<file path="config.mk">
export PLATFORM = sky130hd
export DESIGN_NAME = pwm_deadtime_gen
export DESIGN_NICKNAME = d
export VERILOG_FILES = /design/src/rtl/pwm_deadtime_gen.sv
export SDC_FILE = /design/constraint.sdc
export NUM_CORES = 1
export LEC_CHECK = 0
export CORE_UTILIZATION = 55
export DETAILED_ROUTE_END_ITERATION = 10
export MAX_ROUTING_LAYER = met4
export PLACE_DENSITY_LB_ADDON = 0.1
export SYNTH_ARGS = -nofsm -noshare
export SYNTH_HDL_FRONTEND = slang
export SYNTH_SLANG_ARGS = --single-unit
export TNS_END_PERCENT = 20
</file>
<file path="constraint.sdc">
create_clock -name s00_axi_aclk -period 2.95 [get_ports s00_axi_aclk]
set_input_delay 0.59 -clock s00_axi_aclk [delete_from_list [all_inputs] [get_ports s00_axi_aclk]]
set_output_delay 0.59 -clock s00_axi_aclk [all_outputs]
set_load 0.05 [all_outputs]
</file>
<file path="src/rtl/pwm_deadtime_gen.sv">
// pwm_deadtime_gen: complementary high/low gate drive with a programmable dead time per transition.
// Optional latched fault input, clear pulse and FAULT state when PWM_DT_FAULT_EN is defined.
module pwm_deadtime_gen #(
   parameter int unsigned DT_WIDTH  = 8,
   parameter int unsigned INIT_SIDE = 0
) (
   input  logic                s00_axi_aclk,
   input  logic                s00_axi_aresetn,
   input  logic                pwm_in,
   input  logic                enable,
   input  logic [DT_WIDTH-1:0] dead_time,
`ifdef PWM_DT_FAULT_EN
   input  logic                fault,
   input  logic                fault_clr,
   output logic                fault_latched,
`endif
   output logic                pwm_hi,
   output logic                pwm_lo,
   output logic                dt_active
);

   localparam logic [DT_WIDTH-1:0] CNT_ONE = DT_WIDTH'(1);

   typedef enum logic [2:0] {
      S_OFF,
      S_DT_RISE,
      S_DT_FALL,
      S_LO_ON,
      S_HI_ON
`ifdef PWM_DT_FAULT_EN
      , S_FAULT
`endif
   } state_t;

   typedef enum logic [1:0] {
      SIDE_NONE,
      SIDE_LO,
      SIDE_HI
   } side_t;

   state_t              state, state_nxt;
   side_t               prev_side, prev_nxt;
   logic [DT_WIDTH-1:0] cnt, cnt_nxt, dt_load;
   logic                pwm_q;
`ifdef PWM_DT_FAULT_EN
   logic                fault_q;
`endif

   if (INIT_SIDE != 0) begin : g_init_side_check
      $error("INIT_SIDE is reserved and must be 0");
   end

   assign dt_load = (dead_time == '0) ? CNT_ONE : dead_time;

   always_comb begin
      state_nxt = state;
      cnt_nxt   = cnt;
      prev_nxt  = prev_side;
      case (state)
         S_OFF: begin
            prev_nxt = SIDE_NONE;
            if (enable) begin
               state_nxt = pwm_q ? S_DT_RISE : S_DT_FALL;
               cnt_nxt   = dt_load;
            end
         end
         S_DT_RISE: begin
            // Pulse shorter than the dead time: go back to the side that only just released
            if (!pwm_q) begin
               if (prev_side == SIDE_LO) begin
                  state_nxt = S_LO_ON;
               end else begin
                  state_nxt = S_DT_FALL;
                  cnt_nxt   = dt_load;
               end
            end else if (cnt == CNT_ONE) begin
               state_nxt = S_HI_ON;
            end else begin
               cnt_nxt = cnt - CNT_ONE;
            end
         end
         S_DT_FALL: begin
            if (pwm_q) begin
               if (prev_side == SIDE_HI) begin
                  state_nxt = S_HI_ON;
               end else begin
                  state_nxt = S_DT_RISE;
                  cnt_nxt   = dt_load;
               end
            end else if (cnt == CNT_ONE) begin
               state_nxt = S_LO_ON;
            end else begin
               cnt_nxt = cnt - CNT_ONE;
            end
         end
         S_LO_ON: begin
            prev_nxt = SIDE_LO;
            if (pwm_q) begin
               state_nxt = S_DT_RISE;
               cnt_nxt   = dt_load;
            end
         end
         S_HI_ON: begin
            prev_nxt = SIDE_HI;
            if (!pwm_q) begin
               state_nxt = S_DT_FALL;
               cnt_nxt   = dt_load;
            end
         end
`ifdef PWM_DT_FAULT_EN
         S_FAULT: begin
            if (fault_clr && !fault_q) state_nxt = S_OFF;
         end
`endif
         default: state_nxt = S_OFF;
      endcase

`ifdef PWM_DT_FAULT_EN
      if (!enable && (state != S_FAULT)) state_nxt = S_OFF;
      if (fault_q) state_nxt = S_FAULT;
`else
      if (!enable) state_nxt = S_OFF;
`endif
   end

   always_ff @(posedge s00_axi_aclk or negedge s00_axi_aresetn) begin
      if (!s00_axi_aresetn) begin
         state     <= S_OFF;
         cnt       <= '0;
         prev_side <= SIDE_NONE;
         pwm_q     <= 1'b0;
         pwm_hi    <= 1'b0;
         pwm_lo    <= 1'b0;
         dt_active <= 1'b0;
`ifdef PWM_DT_FAULT_EN
         fault_q       <= 1'b0;
         fault_latched <= 1'b0;
`endif
      end else begin
         state     <= state_nxt;
         cnt       <= cnt_nxt;
         prev_side <= prev_nxt;
         pwm_q     <= pwm_in;
         pwm_hi    <= (state_nxt == S_HI_ON);
         pwm_lo    <= (state_nxt == S_LO_ON);
         dt_active <= (state_nxt == S_DT_RISE) || (state_nxt == S_DT_FALL);
`ifdef PWM_DT_FAULT_EN
         fault_q       <= fault;
         fault_latched <= (state_nxt == S_FAULT);
`endif
      end
   end

endmodule

</file>
# Yosys cells after proc, flatten, opt, wreduce, memory -nomap -nowiden
# Index checks and enable logic that the tools add are counted.
classes:
  add_sub_neg: 1
  n_eq_ne: 16
  muxes: 22
  reduce_logical: 6
op_table:
  columns: ["op", "count"]
  rows:
  - ["two-way mux 8 bit", 9]
  - ["case mux 8 bit (5 select lines)", 1]
  - ["two-way mux 3 bit", 8]
  - ["case mux 3 bit (5 select lines)", 1]
  - ["equality test 3 x 2 -> 1 bit, second input constant", 4]
  - ["equality test 8 x 1 -> 1 bit, second input constant", 1]
  - ["logical NOT 8 bit", 1]
  - ["subtractor 8 x 1 -> 8 bit, second input constant", 1]
  - ["equality test 3 x 1 -> 1 bit, second input constant", 2]
  - ["equality test 3 bit, second input constant", 2]
  - ["!= test 2 bit, second input constant", 3]
  - ["!= test 3 bit, second input constant", 2]
  - ["case mux 2 bit (3 select lines)", 1]
  - ["AND reduction 6 bit", 1]
  - ["nonzero test 5 bit", 1]
  - ["logical NOT 3 bit", 1]
  - ["nonzero test 3 bit", 1]
  - ["equality test 2 x 1 -> 1 bit, second input constant", 1]
  - ["equality test 2 bit, second input constant", 1]
  - ["two-way mux 2 bit", 1]
  - ["logical OR 1 bit", 1]
  - ["two-way mux 1 bit", 1]
word_totals:
  ff_bits: 17
  in_bits: 12
  out_inout_bits: 3
  elab_cells: 52

# Logic depth before layout (Yosys ltp)
logic_depth:
  ltp_word: 7
  mapped_depth: 6
  ltp_nobuf: 6

# Worst setup path before layout
# No wires, ideal clock.
synth_path:
  path_kind: "reg-to-reg"
  startpoint: "register state[2]"
  endpoint: "register cnt[0]"
  setup_ps: 87
  arrival_ps: 1630
  required_ps: 2863
  slack_ps: 1234
  path_stages_with_launch: 6
  path_buffers: 1
  synth_period_minus_slack_ps: 1716
  path_cell_list: "dfrtp_1 or4b_4 and2_4 buf_6 a32o_1 a211oi_2"
synth_via:
  elab_chain_cells: 3
  word_cells_on_any_way: 13
  classes_between: "eq/ne: 9; mux: 1; reduce/logical: 3"
synth_lines:
  columns: ["element", "line_no", "rtl"]
  rows:
  - ["from (decl)", "41", "state_t state, state_nxt;"]
  - ["from (signal assigned)", "140", "state <= state_nxt;"]
  - ["equality test 3 x 2 -> 1 bit (tied with other cells)", "59", "case (state)"]
  - ["!= test 3 bit (no source line) (tied with other cells)", null, null]
  - ["AND reduction 6 bit (no source line)", null, null]
  - ["to (signal assigned)", "141", "cnt <= cnt_nxt;"]
  - ["to (decl)", "43", "logic [DT_WIDTH-1:0] cnt, cnt_nxt, dt_load;"]
# Several ways; a longest one is shown, not always the timed one.
# A chain may end at the register's enable or synchronous reset.

# Worst setup path after layout
layout_path:
  startpoint: "input port enable"
  endpoint: "register cnt[4]"
layout_via:
  elab_chain_cells: 2
layout_lines:
  columns: ["element", "line_no", "rtl"]
  rows:
  - ["from (decl)", "10", "input logic enable,"]
  - ["!= test 2 bit (no source line)", null, null]
  - ["AND reduction 6 bit (no source line)", null, null]
# Every way passes these cells.

==> metrics <==
outcome=finished, final reports clean; DPL Wire Length=approximately 2000 um; Total Negative Setup Slacks=0 ns; Core ar.=roughly 2000 sq um; die span in y=a little under 50 um; arrival time of the worst setup path=roughly 2.3 ns; via count normalized by instance count=around 6.5; Overflow after GRT=0; Diodes inserted=0; top_reg_cell synth=sky130_fd_sc_hd__dfrtp_1; GRT Resource Usage Total=between 20% and 30%; CTS Root Buffer Type=sky130_fd_sc_hd__clkbuf_4; number of hold-repair buffers added at the cts stage=0; minimum setup slack among reg-to-reg paths=approximately 0.95 ns; post-synthesis cell area=around 1200 sq um; Crit Path Max Fanout=6; Synth async-reset ratio=100%; number of max-capacitance violations reported=0; kind of start point of the critical path=input pin; area share of the largest cell type after synthesis=between 30% and 40%; overall die width=around 48 um; clock tree sinks=17; total I/O pin count=15; via count=~1.1k; RSZ-0062 raised after global routing=no; cell count after synthesis=between 100 and 150; initial antenna violation count=0; post-CTS clock slew at the launch and capture registers of the worst setup and hold paths=0.10 ns; achievable frequency=474 MHz; Hold Fails Final Rpt=0; Post-Synthesis Net Count=144; smallest hold slack=just over 0.6 ns; Final #Nets=157; Leakage=approximately 0.54 nW; post-route design area=between 1000 and 1500 sq um; vias in the first global route=roughly 950; Final Wtd Congestion=~0.9; type of the worst setup path=input pin to flop; Avg WL per Cell=between 15 and 20 um; Slew Limit Fails=0; Worst R2R Path Depth=6; number of buffers added by the clock tree synthesis step=3; number of gates given a new drive strength after cts=0; count of state elements after synthesis=17; fraction of layout cells with a size suffix above 1=between 6 and 7%; top cells by instance count after synthesis=sky130_fd_sc_hd__dfrtp_1, sky130_fd_sc_hd__nand2_1, sky130_fd_sc_hd__inv_1; uppermost signal routing layer after detailed routing=met4; share of total power consumed by net switching=around two fifths; Crit Reg-Reg Endpoint=cnt[0]; fillcell total=150; combinational cell fraction of total power=32.8%; origin of the worst min-delay path=prev_side[0]; count of distinct cell types in the synthesized netlist=48; cell depth of the worst hold path=2; cell taking the most area after synthesis=sky130_fd_sc_hd__dfrtp_1; Power Dens Cells=between 500 and 600 nW/um^2; part of the Yosys area used for sequential elements=around 36%; worst-case setup margin in the final layout=0.840 ns; main area contributors after synthesis=sky130_fd_sc_hd__dfrtp_1, sky130_fd_sc_hd__o221ai_1, sky130_fd_sc_hd__nand2_1; sum of routed wire segments on met1=approximately 1200 um; worst-case vdd ir drop=~330 uV; area overhead of the layout relative to synthesis=14.5%; number of search-and-repair iterations in the first detailed-routing pass=4; end point of the most critical hold path=prev_side[0]; slew at the pin with the worst max-slew slack=approximately 0.75 ns; depth of the CTS H-tree=1; effective utilization at floorplan=around three fifths; data required time at the worst endpoint=3.11 ns; number of violations reported at the end of detailed-routing iteration 0=31; P_sw=about 0.00026 W; cell with the most instances after synthesis=sky130_fd_sc_hd__dfrtp_1; sequential fraction of design power=approximately half; number of buffers inserted by port buffering=14; full die area=~2300 sq um; Final period util=a little under three quarters; DRC violation count after routing=0; internal power of the cells=between 0.0004 and 0.0005 W; overall routed net length=~2700 um; class of the tightest hold or removal check=flop to flop; mean area per synthesized cell=9.04 sq um; Synth Warn #=0; Post-Route Skew=around 0.0064 ns; post-CTS setup repair buffer count=0; number of rows in the core area=16; met3 layer wire length in the routed design=between 150 and 200 um; pre-CTS setup slack=around 0.52 ns; TritonCTS clock tree=done; number of routed nets with antenna violations=0; headroom to the max-slew limit=between 40% and 50%; count of flip-flops with a built-in enable after synthesis=0; wire length of the first global-routing pass=between 4000 and 5000 um; start of the worst register-to-register path=cnt[1]; pin count of the biggest net entering global routing=18; worst-skew pair later-pin latency=~0.29 ns; Cell Area, Placed=around 1300 sq um; Final Critical Period=between 2 and 2.5 ns; element type at the critical path end=flop; Final Power=just under 0.0007 W; Detail Route met2 WL=between 1000 and 1500 um; setup-violating endpoint count in the final report=0; Clk pwr share=17.9%; buffers from clock root to sink, at most=2
-- power by group through the flow --
stage / Sequential, W / Combinational (W) / Clock [W]
2_1_floorplan: 0.000325 / 0.000168 / 0
3_3_place_gp: 0.000338 / 0.000219 / 0
3_5_place_dp: 0.000341 / 0.000223 / 0
4_1_cts: 0.000337 / 0.000225 / 0.000127
5_1_grt: 0.000346 / 0.000253 / 0.000135
6_report: 0.000339 / 0.000225 / 0.000123
-- state kept, by name (all words and copies together), names as in the netlist --
register	flops
pwm_lo	1
prev_side	2
pwm_q	1
state	3
cnt	8
dt_active	1
pwm_hi	1
-- cell type report --
type | count | area [sq um] | share of cell area (%)
clock buffers | 3 | 22.5 | 1.67
clock inverters | 1 | 5.00 | 0.372
inverters | 10 | 37.5 | 2.79
multi-input cells | 97 | 681 | 50.6
flip-flops and latches | 17 | 425 | 31.6
well taps | 27 | 33.8 | 2.51
repair buffers | 14 | 140 | 10.4
-- cells in the final DEF (no fill, tap or decap), drive strengths merged, types with 3 or more instances in the layout --
cell type      Yosys  final
inv               10     10
a22oi              3      3
o21ai              6      6
nor3               6      6
clkdlybuf4s50      0     14
nand2b             3      3
nand2             13     13
nand3              3      3
nor2               6      6
nor4               3      3
or3                3      3
dfrtp             17     17
mux2i              4      4
clkbuf             3      3
o221ai             6      6
a21oi              4      4
-- cells by family after synthesis --
logic type / synth area share, %
compound gates: 25.7
xor+xnor: 0.746
fa+ha+maj: 2.13
buf+inv: 5.86
flops: 36.2
mux: 3.41
simple gates: 26.0
-- worst max-delay path by stage --
stage / start / endpoint / slack (ns) / cells past startpoint
global placement: enable / cnt[4] / 0.60 / 5
finish: enable / cnt[4] / 0.84 / 5
detailed placement: enable / cnt[7] / 0.52 / 5
global route: enable / cnt[4] / 0.69 / 5
CTS: enable / cnt[4] / 0.85 / 5
floorplan: state[2] / cnt[0] / 1.23 / 5
-- critical path: stages --
cell	delay [ns]
sky130_fd_sc_hd__clkdlybuf4s50_1	0.57
sky130_fd_sc_hd__nor3_1	0.08
sky130_fd_sc_hd__or4_1	0.55
sky130_fd_sc_hd__o21ai_1	0.29
sky130_fd_sc_hd__o221ai_1	0.19
-- metal layers --
| metal | vias up | GRT usage (%) |
|---|---|---|
| met4 | 0 | 11.1 |
| met1 | 525 | 40.3 |
| met3 | 6 | 6.30 |
| li1 | 525 | - |
| met2 | 35 | 39.5 |
| met5 | - | - |
-- metrics by stage --
| step | std cells | util, % |
|---|---|---|
| after floorplan | 130 | - |
| after global routing | 169 | 67.9 |
| after detailed placement | 165 | 66.5 |
| after CTS | 169 | 67.9 |
| after global placement | 165 | 66.5 |
| final | 169 | 67.9 |
(Power assumes the default switching activity.)
